==> src/rtl/uart_msg_source.sv <==
// Message source for the Bluetooth UART transmitter: a baud divider that produces
// baud_clk and baud_tick, and a 32x8 synchronous-read ROM holding the 16-byte message.
module uart_msg_source #(
  parameter int unsigned CLK_FREQ = 50000000,
  parameter int unsigned BAUD     = 9600,
  parameter int unsigned DIV      = CLK_FREQ / BAUD,
  parameter int unsigned HALF     = DIV / 2,
  parameter int unsigned ADDR_W   = 5,
  parameter int unsigned MSG_LEN  = 16
) (
  input  logic              clk,
  input  logic              rst_n,
  input  logic [ADDR_W-1:0] addr,
  output logic [7:0]        data,
  output logic              baud_clk,
  output logic              baud_tick
);

  localparam int unsigned     CntW    = (DIV > 1) ? $clog2(DIV) : 1;
  localparam logic [CntW-1:0] CntLast = CntW'(DIV - 1);
  localparam logic [CntW-1:0] CntFall = CntW'(HALF - 1);
  localparam int unsigned     MsgAw   = $clog2(MSG_LEN);

  // "HELLO BLUETOOTH\n"
  localparam logic [7:0] MsgRom [MSG_LEN] = '{
    8'h48, 8'h45, 8'h4C, 8'h4C, 8'h4F, 8'h20, 8'h42, 8'h4C,
    8'h55, 8'h45, 8'h54, 8'h4F, 8'h4F, 8'h54, 8'h48, 8'h0A
  };

  logic [CntW-1:0] cnt_q, cnt_d;
  logic            baud_clk_q, baud_clk_d;
  logic            baud_tick_q, baud_tick_d;
  logic [7:0]      data_q, data_d;

  always_comb begin
    cnt_d       = (cnt_q == CntLast) ? '0 : cnt_q + 1'b1;
    baud_tick_d = (cnt_q == CntLast);
    baud_clk_d  = baud_clk_q;
    // Rising-edge test has priority so a degenerate HALF can never suppress the tick phase.
    if (cnt_q == CntLast) begin
      baud_clk_d = 1'b1;
    end else if (cnt_q == CntFall) begin
      baud_clk_d = 1'b0;
    end
  end

  always_comb begin
    data_d = 8'h00;
    if (32'(addr) < MSG_LEN) begin
      data_d = MsgRom[addr[MsgAw-1:0]];
    end
  end

  always_ff @(posedge clk or negedge rst_n) begin
    if (!rst_n) begin
      cnt_q       <= '0;
      baud_clk_q  <= 1'b0;
      baud_tick_q <= 1'b0;
      data_q      <= 8'h00;
    end else begin
      cnt_q       <= cnt_d;
      baud_clk_q  <= baud_clk_d;
      baud_tick_q <= baud_tick_d;
      data_q      <= data_d;
    end
  end

  assign data      = data_q;
  assign baud_clk  = baud_clk_q;
  assign baud_tick = baud_tick_q;

endmodule

==> config.mk <==
export PLATFORM = sky130hd
export DESIGN_NAME = uart_msg_source
export DESIGN_NICKNAME = d
export VERILOG_FILES = /design/src/rtl/uart_msg_source.sv
export SDC_FILE = /design/constraint.sdc
export NUM_CORES = 1
export LEC_CHECK = 0
export BUFFER_PORTS_ARGS = -buffer_cell sky130_fd_sc_hd__buf_2
export CORE_ASPECT_RATIO = 1.5
export CORE_MARGIN = 5
export CORE_UTILIZATION = 54
export DETAILED_ROUTE_END_ITERATION = 7
export GPL_ROUTABILITY_DRIVEN = 0
export MAX_ROUTING_LAYER = met4
export PLACE_DENSITY = 0.76
export SETUP_SLACK_MARGIN = 0.02
export SYNTH_ARGS = -nofsm -noshare
export SYNTH_HDL_FRONTEND = slang
export SYNTH_SLANG_ARGS = --single-unit
export TNS_END_PERCENT = 30
==> constraint.sdc <==
create_clock -name clk -period 2.9 [get_ports clk]
set_clock_uncertainty 0.05 [all_clocks]
set_input_delay 0.29 -clock clk [delete_from_list [all_inputs] [get_ports clk]]
set_output_delay 0.29 -clock clk [all_outputs]
set_load 0.01 [all_outputs]
* Word level (Yosys, flattened, before mapping)
Memories as Yosys holds them, arrays and structs flattened. Index checks and enable logic that the tools add are counted.
Word-level totals: bits in registers 23, memory bits (read-only) 128, input port bits 7, output and inout bits 10, logic and storage cells 18, memories 1
Memory list:
- (name not given) | words 16, width 8, rd ports 1, clocked after memory_dff 0, write ports 0, RTL line 50 | data_d = MsgRom[addr[MsgAw-1:0]];
Cells by class: add/sub/neg operators 1, magnitude comparators 2, eq/ne operators 2, muxes and demuxes 6, bitwise gates (word level) 1, reduce and logical (&&, ||, !) cells 1
Operator list (number):
- 2-to-1 mux 8 bit | 3
- adder 13 x 1 -> 13 bit (second input constant) | 1
- == test 13 x 12 -> 1 bit (second input constant) | 1
- == test 13 bit (second input constant) | 1
- 2-to-1 mux 13 bit | 1
- >= comparator 5 bit (second input constant) | 1
- < comparator 5 bit (second input constant) | 1
- NOT 4 -> 5 bit | 1
- 2-to-1 mux 1 bit | 2
- nonzero test 2 bit | 1

* Longest topological paths before layout
Gate-level depths: netlist (run 1).
depth after elaboration 5, gate-level depth with buffers 5, mapped depth without buffers 5

* Least setup slack after synthesis (run 1)
OpenSTA, ideal clock, no wires.
path type reg-to-reg, start point register cnt_q[9], end point register cnt_q[3], setup time 0.136 ns, arrival 1.427 ns, required time 2.714 ns, path slack 1.287 ns, stages on the path, launching flop included 4, path buffers 0, clock period less this slack 1.613 ns, path through dfrtp_1 or4b_4 nor4_4 nor2_1
On the way: word-level cells in the longest chain between the ends 2
Ends and longest elaborated chain:
- start: declaration | RTL line 30 | logic [CntW-1:0] cnt_q, cnt_d;
- start signal: assignment | RTL line 61 | cnt_q <= cnt_d;
- == test 13 bit | RTL line 36 | cnt_d = (cnt_q == CntLast) ? '0 : cnt_q + 1'b1;
- 2-to-1 mux 13 bit | RTL line 36
- named net cnt_d[3] | RTL line 30
The timed path passes the listed nets, and every way through them passes these cells. A chain may end at the register's enable or synchronous reset.

* Worst setup path after layout (run 1)
start point register cnt_q[7], end point register cnt_q[12]
On the way: word-level cells in the longest chain between the ends 2, elaborated cells between the ends (all ways) 3, classes of those cells 1 x add/sub; 1 x eq/ne; 1 x mux
Ends and longest elaborated chain (RTL line):
- adder 13 x 1 -> 13 bit / == test 13 bit (equally long branches) | 36
- 2-to-1 mux 13 bit * | 36
- named net cnt_d[12] | 30
The timed path passes the listed nets; every way through them passes the cells marked *.

==> run_results.csv, run 1 <==
group,metric,value,unit
die,die_h,66.9,um
placed_design,hpwl,1660,um
setup_path,path_cells,"or4b_4, nor4_4, a21oi_1",
die,row_count,20,
clock_tree,postCtsSetupBuffers,0,
timing,hold_violations,0,
die,start_util,0.567,
route,first_pass_iters,4,
global_route,grt_usage,0.169,
clock_tree,cts_resized,0,
hold_path,holdPathStages,2,
global_route,grt_pass1_vias,884,
route,routed-via-count,867,
timing,fin_ws,1.08,ns
setup_path,worstSetupPathType,"register to register",
route,drt_iter0_markers,17,
die,pin_count,17,
placed_design,io_buffers,15,
timing,slew_headroom,0.653,
hold_path,hold_class,"primary input to register",
setup_path,cp_slowest_cell,"or4b_4",
synthesis,synthesis.area,1160,um2
clock_tree,cts_buffers,3,
cells_and_area,layout_common_cells,"dfrtp_1, buf_2, nor2_1",
die,dieArea,3200,um2
synthesis,synth_fp_nets,121,
setup_path,path_buf_inv,0,
clock_tree,cts_tree,"yes",
route,drtAntennaViolNets,0,
timing,setup_viol,0,
synthesis,ys_ff_latch,22,
global_route,overflow,0,
route,vias_per_cell,6.02,
pwr,p_leak,0.000621,uW
synthesis,yosysUniqueCellTypes,34,
route,drc,0,
timing,rsz0062_at_grt,"false",
pwr,ir_drop,0.285,mV
synthesis,syn_avg_cell_area,10.9,um2
setup_path,endpoint_kind,"register",
placed_design,dp_slack,1.12,ns
global_route,grt_max_degree,23,
timing,tightest_slew,0.517,ns
cells_and_area,antennaDiodeCount,0,
cells_and_area,area_growth,12.2,%
cells_and_area,fillers,173,
timing,finalMaxSlewViolations,0,
pwr,power.total,594,uW
setup_path,cp_top_family,"simple AND/OR/NAND/NOR gates",
cells_and_area,layout-drive-gt1-share,0.205,
cells_and_area,final_common_cell,"dfrtp_1",
timing,tns,0,ns
clock_tree,cts_max_level,1,
setup_path,cp.arrival,1.95,ns
setup_path,cpPeakStageDelay,0.56,ns
setup_path,path_depth,3,
pwr,p_per_area,455,nW/um2
clock_tree,ctsHoldBuffers,1,
clock_tree,clk_pin_slew_worst_paths,0.12,ns
die,coreArea,2050,um2
timing,post-route-period-util,0.628,
route,wire_per_inst,15.1,um
setup_path,rr_worst_depth,3,
global_route,grt_pass1_wl,3750,um
synthesis,ys_warn_count,0,
timing,period_needed,1.82,ns
synthesis,ys_seq_area_frac,0.473,
timing,fmax,0.549,GHz
clock_tree,worstSkewPairLatency,0.30,ns
setup_path,worstPathRequired,3.03,ns
clock_tree,clockBufferDepth,2,
setup_path,worst_setup_path_start_kind,"register",
cells_and_area,nNetsFinal,137,
flow_run,drv_cap,0,
status,status,"finished, final reports clean",
clock_tree,cts.sinks,22,
global_route,antenna_found_initial,0,
die,die-width,47.9,um
synthesis,synthCells,107,
route,drt-total-wl,2180,um
clock_tree,cts_root_buf,"clkbuf_4",
setup_path,crit_path_max_fanout,8,
logic make-up (layout without fill, tap and decap cells):
kind of cell / Yosys count / after routing / synth area share
and+or+nand+nor: 40 / 40 / 0.217
muxes: 5 / 5 / 0.0473
xor gates and xnor gates: 8 / 8 / 0.0602
other: 1 / 1 / 0.00322
buffers and inverters: 9 / 24 / 0.0333
DFF: 22 / 22 / 0.473
adders and majority gates: 7 / 7 / 0.0753
AOI/OAI and AO/OA: 15 / 15 / 0.0903
final timing paths:
check	from	end	slack [ns]
min in group asynchronous	rst_n	cnt_q[4]	0.41
setup reg to reg	cnt_q[7]	cnt_q[12]	1.08
hold / removal	addr[4]	data[1]	0.19
setup / recovery	cnt_q[7]	cnt_q[12]	1.08
max in group asynchronous	rst_n	baud_clk	2.05
hold reg to reg	baud_clk	baud_clk	0.46
cells in the mapped netlist:
| master | n | area share |
|---|---|---|
| mux2_2 | 4 | 0.039 |
| or3b_1 | 1 | 0.0075 |
| or4_1 | 2 | 0.013 |
| nor2b_1 | 2 | 0.011 |
| dfrtp_1 | 22 | 0.47 |
| nor4b_1 | 2 | 0.015 |
| o211ai_1 | 2 | 0.013 |
| a21o_1 | 1 | 0.0065 |
| nand2b_1 | 1 | 0.0054 |
| nor3_1 | 4 | 0.017 |
| xnor2_1 | 2 | 0.015 |
| nand4_1 | 4 | 0.022 |
| nand3_1 | 6 | 0.026 |
| inv_1 | 4 | 0.013 |
| or4b_4 | 1 | 0.012 |
| nor4_4 | 1 | 0.018 |
| mux2i_1 | 1 | 0.0086 |
| a221oi_1 | 1 | 0.0075 |
| nor2_1 | 8 | 0.026 |
| buf_2 | 1 | 0.0043 |
| a21oi_1 | 4 | 0.017 |
| ha_1 | 7 | 0.075 |
| nand2_1 | 4 | 0.013 |
| nor4bb_1 | 3 | 0.026 |
| xor2_1 | 6 | 0.045 |
| conb_1 | 1 | 0.0032 |
| buf_4 | 1 | 0.0065 |
| a211oi_1 | 2 | 0.013 |
| nand3b_1 | 1 | 0.0065 |
| a21boi_0 | 1 | 0.0065 |
| clkbuf_1 | 3 | 0.0097 |
| o31ai_1 | 2 | 0.013 |
| o21bai_1 | 1 | 0.0065 |
| a311oi_1 | 1 | 0.0075 |
registers in the layout (all words and copies together), names as in the netlist:
| register | count |
|---|---|
| baud_clk | 1 |
| data | 7 |
| baud_tick | 1 |
| cnt_q | 13 |
metrics by stage:
stage	utilization	hold WS (ns)	area (um2)	cells
after floorplan	-	-0.0556	1160	107
after global placement	0.605	0.219	1240	139
after detailed placement	0.605	0.227	1240	139
after CTS	0.636	0.185	1310	144
after global routing	0.636	0.180	1310	144
final	0.636	0.186	1310	144
area by class of cell:
type / instances / area, um2 / area share
Timing Repair Buffer: 16 / 85.1 / 0.0652
Tap cell: 22 / 27.5 / 0.0211
Inverter: 4 / 15.0 / 0.0115
Multi-Input combinational cell: 76 / 574 / 0.440
Clock inverter: 1 / 30.0 / 0.0230
Sequential cell: 22 / 551 / 0.422
Clock buffer: 3 / 22.5 / 0.0173
per-layer routing:
| metal | part of all wire | track usage | wire, um | vias to the layer above |
|---|---|---|---|---|
| met1 | 0.37 | 0.170 | 807 | 424 |
| met2 | 0.58 | 0.295 | 1260 | 22 |
| met5 | 0 | - | 0 | - |
| li1 | - | - | - | 417 |
| met3 | 0.030 | 0.0243 | 65 | 4 |
| met4 | 0.022 | 0.0943 | 48 | 0 |
power breakdown:
group,internal [uW],switching [uW]
clock,140,89.4
combinational,20.8,30.2
sequential,312,1.16
total,473,121
Note: power is estimated with default switching activity, not from simulation.
==> run 2: changes to the inputs <==
Clock period 2.9 ns to 1.75 ns, I/O delays scaled along.
==> run_results.csv, run 2 (same netlist as run 1, synthesis figures left out) <==
group,metric,value,unit
timing,post-route-period-util,0.931,
placed_design,hpwl,1810,um
cells_and_area,antennaDiodeCount,0,
cells_and_area,nNetsFinal,142,
pwr,p_switching,194,uW
setup_path,worstSetupPathType,"register to register",
timing,period_needed,1.63,ns
die,pin_count,17,
global_route,grt_pass1_wl,3930,um
die,die-width,47.9,um
global_route,grt_pass1_vias,869,
die,row_count,20,
cells_and_area,layout_common_cells,"dfrtp_1, buf_2, nor2_1",
route,vias_per_cell,5.85,
die,coreArea,2050,um2
cells_and_area,largest_reg_flops,13,
setup_path,cp.arrival,1.78,ns
hold_path,hold_class,"primary input to register",
setup_path,rr_worst_depth,4,
cells_and_area,area_growth,12.8,%
setup_path,crit_path_max_fanout,8,
route,drc,0,
route,drtAntennaViolNets,0,
clock_tree,cts.sinks,22,
pwr,p_leak,0.000633,uW
clock_tree,worstSkewPairLatency,0.30,ns
global_route,antenna_found_initial,0,
die,die_h,66.9,um
clock_tree,cts_resized,0,
hold_path,min_from,"addr[4]",
clock_tree,ctsHoldBuffers,1,
route,first_pass_iters,4,
timing,rsz0062_at_grt,"false",
placed_design,placed_area,1280,um2
timing,hold_violations,0,
clock_tree,clk_pin_slew_worst_paths,0.11,ns
cells_and_area,regMostFlops,"cnt_q",
pwr,p_clk_frac,0.268,
placed_design,io_buffers,15,
setup_path,worst_setup_path_start_kind,"register",
pwr,seqPwrFrac,0.629,
setup_path,timing.rr.end,"cnt_q[1]",
setup_path,endpoint_kind,"register",
timing,tns,0,ns
die,start_util,0.567,
timing,setup_viol,0,
pwr,intPower,632,uW
route,wire_per_inst,15.2,um
hold_path,holdPathStages,2,
flow_run,drv_cap,0,
timing,fmax,0.614,GHz
pwr,ir_drop,0.452,mV
clock_tree,clockBufferDepth,2,
timing,finalMaxSlewViolations,0,
clock_tree,cts_tree,"yes",
global_route,grt_max_degree,23,
clock_tree,cts_buffers,3,
status,status,"finished, final reports clean",
cells_and_area,final_common_cell,"dfrtp_1",
route,drt_iter0_markers,16,
cells_and_area,final_area,1310,um2
route,routed-via-count,866,
pwr,sw_frac_of_total,0.235,
die,dieArea,3200,um2
global_route,grt_usage,0.179,
cells_and_area,layout-drive-gt1-share,0.230,
global_route,overflow,0,
clock_tree,postCtsSetupBuffers,0,
hold_path,min_to,"data[6]",
clock_tree,cts_max_level,1,
pwr,p_per_area,630,nW/um2
setup_path,r2r_slack,0.12,ns
setup_path,worstPathRequired,1.90,ns
setup_path,timing.rr.start,"cnt_q[9]",
pwr,pwr-share-comb,0.103,
clock_tree,cts_root_buf,"clkbuf_4",
route,drt-total-wl,2250,um
==> run 2: stage by stage <==
step	setup WS (ns)	cells	util	hold slack [ns]	power, uW
floorplan	0.137	107	-	-0.171	577
global placement	0.174	144	0.624	0.101	611
detailed placement	0.126	144	0.624	0.110	615
CTS	0.100	148	0.640	0.0594	834
global route	0.0507	148	0.640	0.0696	862
finish	0.121	148	0.640	0.0697	827
==> run 2: power groups by stage <==
stage,combinational (uW),clock (uW),sequential [uW]
finish,85.5,221,520
global route,95.8,245,521
CTS,87.6,227,520
detailed placement,85.5,0,530
global placement,81.3,0,530
floorplan,41.0,0,536
==> run 2: area by class of cell <==
| type | instances | area, um2 |
|---|---|---|
| fill | 177 | 739 |
| sequential | 22 | 551 |
| inverter | 4 | 15.0 |
| timing repair buffer | 21 | 123 |
| multi-input combinational | 76 | 574 |
| tap | 22 | 27.5 |
| clock buffer | 3 | 22.5 |
==> run 2: metal layers <==
layer	track usage	part of all wire	vias up
met3	0.00811	0.020	4
li1	-	-	427
met2	0.328	0.59	15
met5	-	0	-
met4	0.0909	0.024	0
met1	0.179	0.37	420
==> run 2: worst max path at each step <==
stage	slack [ns]	startpoint	depth (start not counted)	end
after CTS	0.10	cnt_q[9]	4	cnt_q[1]
after global routing	0.05	cnt_q[8]	4	cnt_q[10]
after floorplan	0.14	cnt_q[9]	3	cnt_q[3]
after detailed placement	0.13	cnt_q[9]	4	cnt_q[1]
after global placement	0.17	cnt_q[9]	4	cnt_q[10]
final	0.12	cnt_q[9]	4	cnt_q[1]
==> run 2: worst max-delay path: stages, from the launching register on <==
cell and delay, ns:
dfrtp_1 0.40, or4b_4 0.56, nor4_4 0.27, buf_4 0.20, nor2b_1 0.06
==> run 3: changes to the inputs <==
Settings changed: CTS_BUF_LIST set to sky130_fd_sc_hd__clkbuf_2, PLACE_DENSITY 0.76 to 0.84, RECOVER_POWER set to 100.
==> run_results.csv, run 3 (same netlist as run 1, synthesis figures left out) <==
group,metric,value,unit
placed_design,dp_cells,144,
setup_path,cp_slowest_cell,"or4b_4",
timing,setup_viol,0,
die,row_count,20,
setup_path,path_buf_inv,1,
cells_and_area,regMostFlops,"cnt_q",
die,start_util,0.567,
pwr,p_leak,0.000594,uW
cells_and_area,largest_reg_flops,13,
setup_path,r2r_slack,0.17,ns
route,first_pass_iters,4,
flow_run,drv_cap,0,
cells_and_area,area_growth,11.8,%
timing,tightest_slew,1.16,ns
global_route,antenna_found_initial,0,
placed_design,io_buffers,15,
setup_path,worstSetupPathType,"register to register",
clock_tree,worstSkewPairLatency,0.33,ns
global_route,grt_usage,0.174,
pwr,p_per_area,617,nW/um2
cells_and_area,layout_common_cells,"dfrtp_1, clkbuf_1, nor2_1",
route,drtAntennaViolNets,0,
die,die-width,47.9,um
setup_path,worst_setup_path_start_kind,"register",
global_route,grt_pass1_vias,876,
die,dieArea,3200,um2
timing,hold_violations,0,
hold_path,hold_class,"primary input to register",
setup_path,endpoint_kind,"register",
route,routed-via-count,917,
global_route,grt_pass1_wl,3850,um
route,vias_per_cell,6.11,
timing,slew_headroom,0.227,
cells_and_area,instances_no_fill,150,
timing,rsz0062_at_grt,"false",
die,pin_count,17,
setup_path,cp.arrival,1.78,ns
cells_and_area,final_common_cell,"dfrtp_1",
clock_tree,cts_tree,"yes",
timing,period_needed,1.58,ns
die,die_h,66.9,um
route,drt-total-wl,2300,um
route,wire_per_inst,15.3,um
clock_tree,clk_pin_slew_worst_paths,0.20,ns
setup_path,path_cells,"or4b_4, nor4_4, buf_4, a21oi_1",
setup_path,cp_top_family,"simple AND/OR/NAND/NOR gates",
setup_path,cpPeakStageDelay,0.56,ns
clock_tree,cts_root_buf,"clkbuf_2",
global_route,overflow,0,
timing,finalMaxSlewViolations,0,
pwr,ir_drop,0.481,mV
pwr,power.total,803,uW
global_route,grt_max_degree,23,
status,status,"finished, final reports clean",
route,drt_iter0_markers,22,
route,drc,0,
timing,fmax,0.632,GHz
timing,post-route-period-util,0.904,
die,coreArea,2050,um2
placed_design,hpwl,1720,um
clock_tree,clockBufferDepth,2,
clock_tree,cts_buffers,3,
clock_tree,cts_max_level,1,
cells_and_area,nNetsFinal,143,
timing,tns,0,ns
setup_path,worstPathRequired,1.94,ns
cells_and_area,antennaDiodeCount,0,
clock_tree,cts.sinks,22,
setup_path,crit_path_max_fanout,8,
cells_and_area,layout-drive-gt1-share,0.148,
-- run 3: cell count changes in the layout (fill, tap and decap cells not counted) --
cell,change
ha_1,-1
clkbuf_1,+12
buf_2,-11
clkbuf_4,-3
clkinv_1,+1
ha_2,+1
clkbuf_2,+3
-- run 3: layer usage --
metal,GRT usage,vias to the layer above,wire length [um]
li1,-,425,-
met1,0.187,448,819
met2,0.288,35,1290
met3,0.0108,9,92
met4,0.118,0,98
met5,-,-,0
-- run 3: path summary, 6_finish.rpt --
path,from,end,cells past startpoint
max in group asynchronous,rst_n,cnt_q[11],2
hold / removal,addr[4],data[1],2
min in group asynchronous,rst_n,cnt_q[3],2
hold reg to reg,baud_clk,baud_clk,1
setup reg to reg,cnt_q[9],cnt_q[10],4
setup / recovery,cnt_q[9],cnt_q[10],4
-- run 3: what timing repair did --
action,CTS,global route
endpoints found under the setup margin,0,7
buffers inserted,0,1
gates resized for setup,0,1
endpoints found under the hold margin,22,0
hold buffers,1,0
-- run 3: worst register-to-register path, delay by kind of cell (launching register included) --
family | cells | cell delay (ns)
compound gates | 1 | 0.05
buf+inv | 1 | 0.19
flops | 1 | 0.42
simple gates | 2 | 0.79
-- run 3: layout make-up --
| cell class | instances | area, um2 |
|---|---|---|
| Fill cell | 176 | 751 |
| Multi-Input combinational cell | 76 | 577 |
| Sequential cell | 22 | 551 |
| Timing Repair Buffer | 22 | 113 |
| Tap cell | 22 | 27.5 |
| Clock buffer | 3 | 15.0 |
| Inverter | 4 | 15.0 |
| Clock inverter | 1 | 3.75 |
-- run 3: stage by stage --
stage	instance area, um2	hold slack (ns)	setup slack [ns]	utilization
after floorplan	1160	-0.171	0.137	-
after global placement	1280	0.0989	0.102	0.624
after detailed placement	1280	0.107	0.0717	0.624
after CTS	1310	0.0185	0.0686	0.638
after global routing	1300	0.00602	0.0487	0.634
final	1300	0.0205	0.167	0.634
-- run 3: power breakdown --
group	switching, uW	internal [uW]	total [uW]
clock	151	49.7	200
combinational	50.2	31.0	81.2
sequential	2.45	519	521
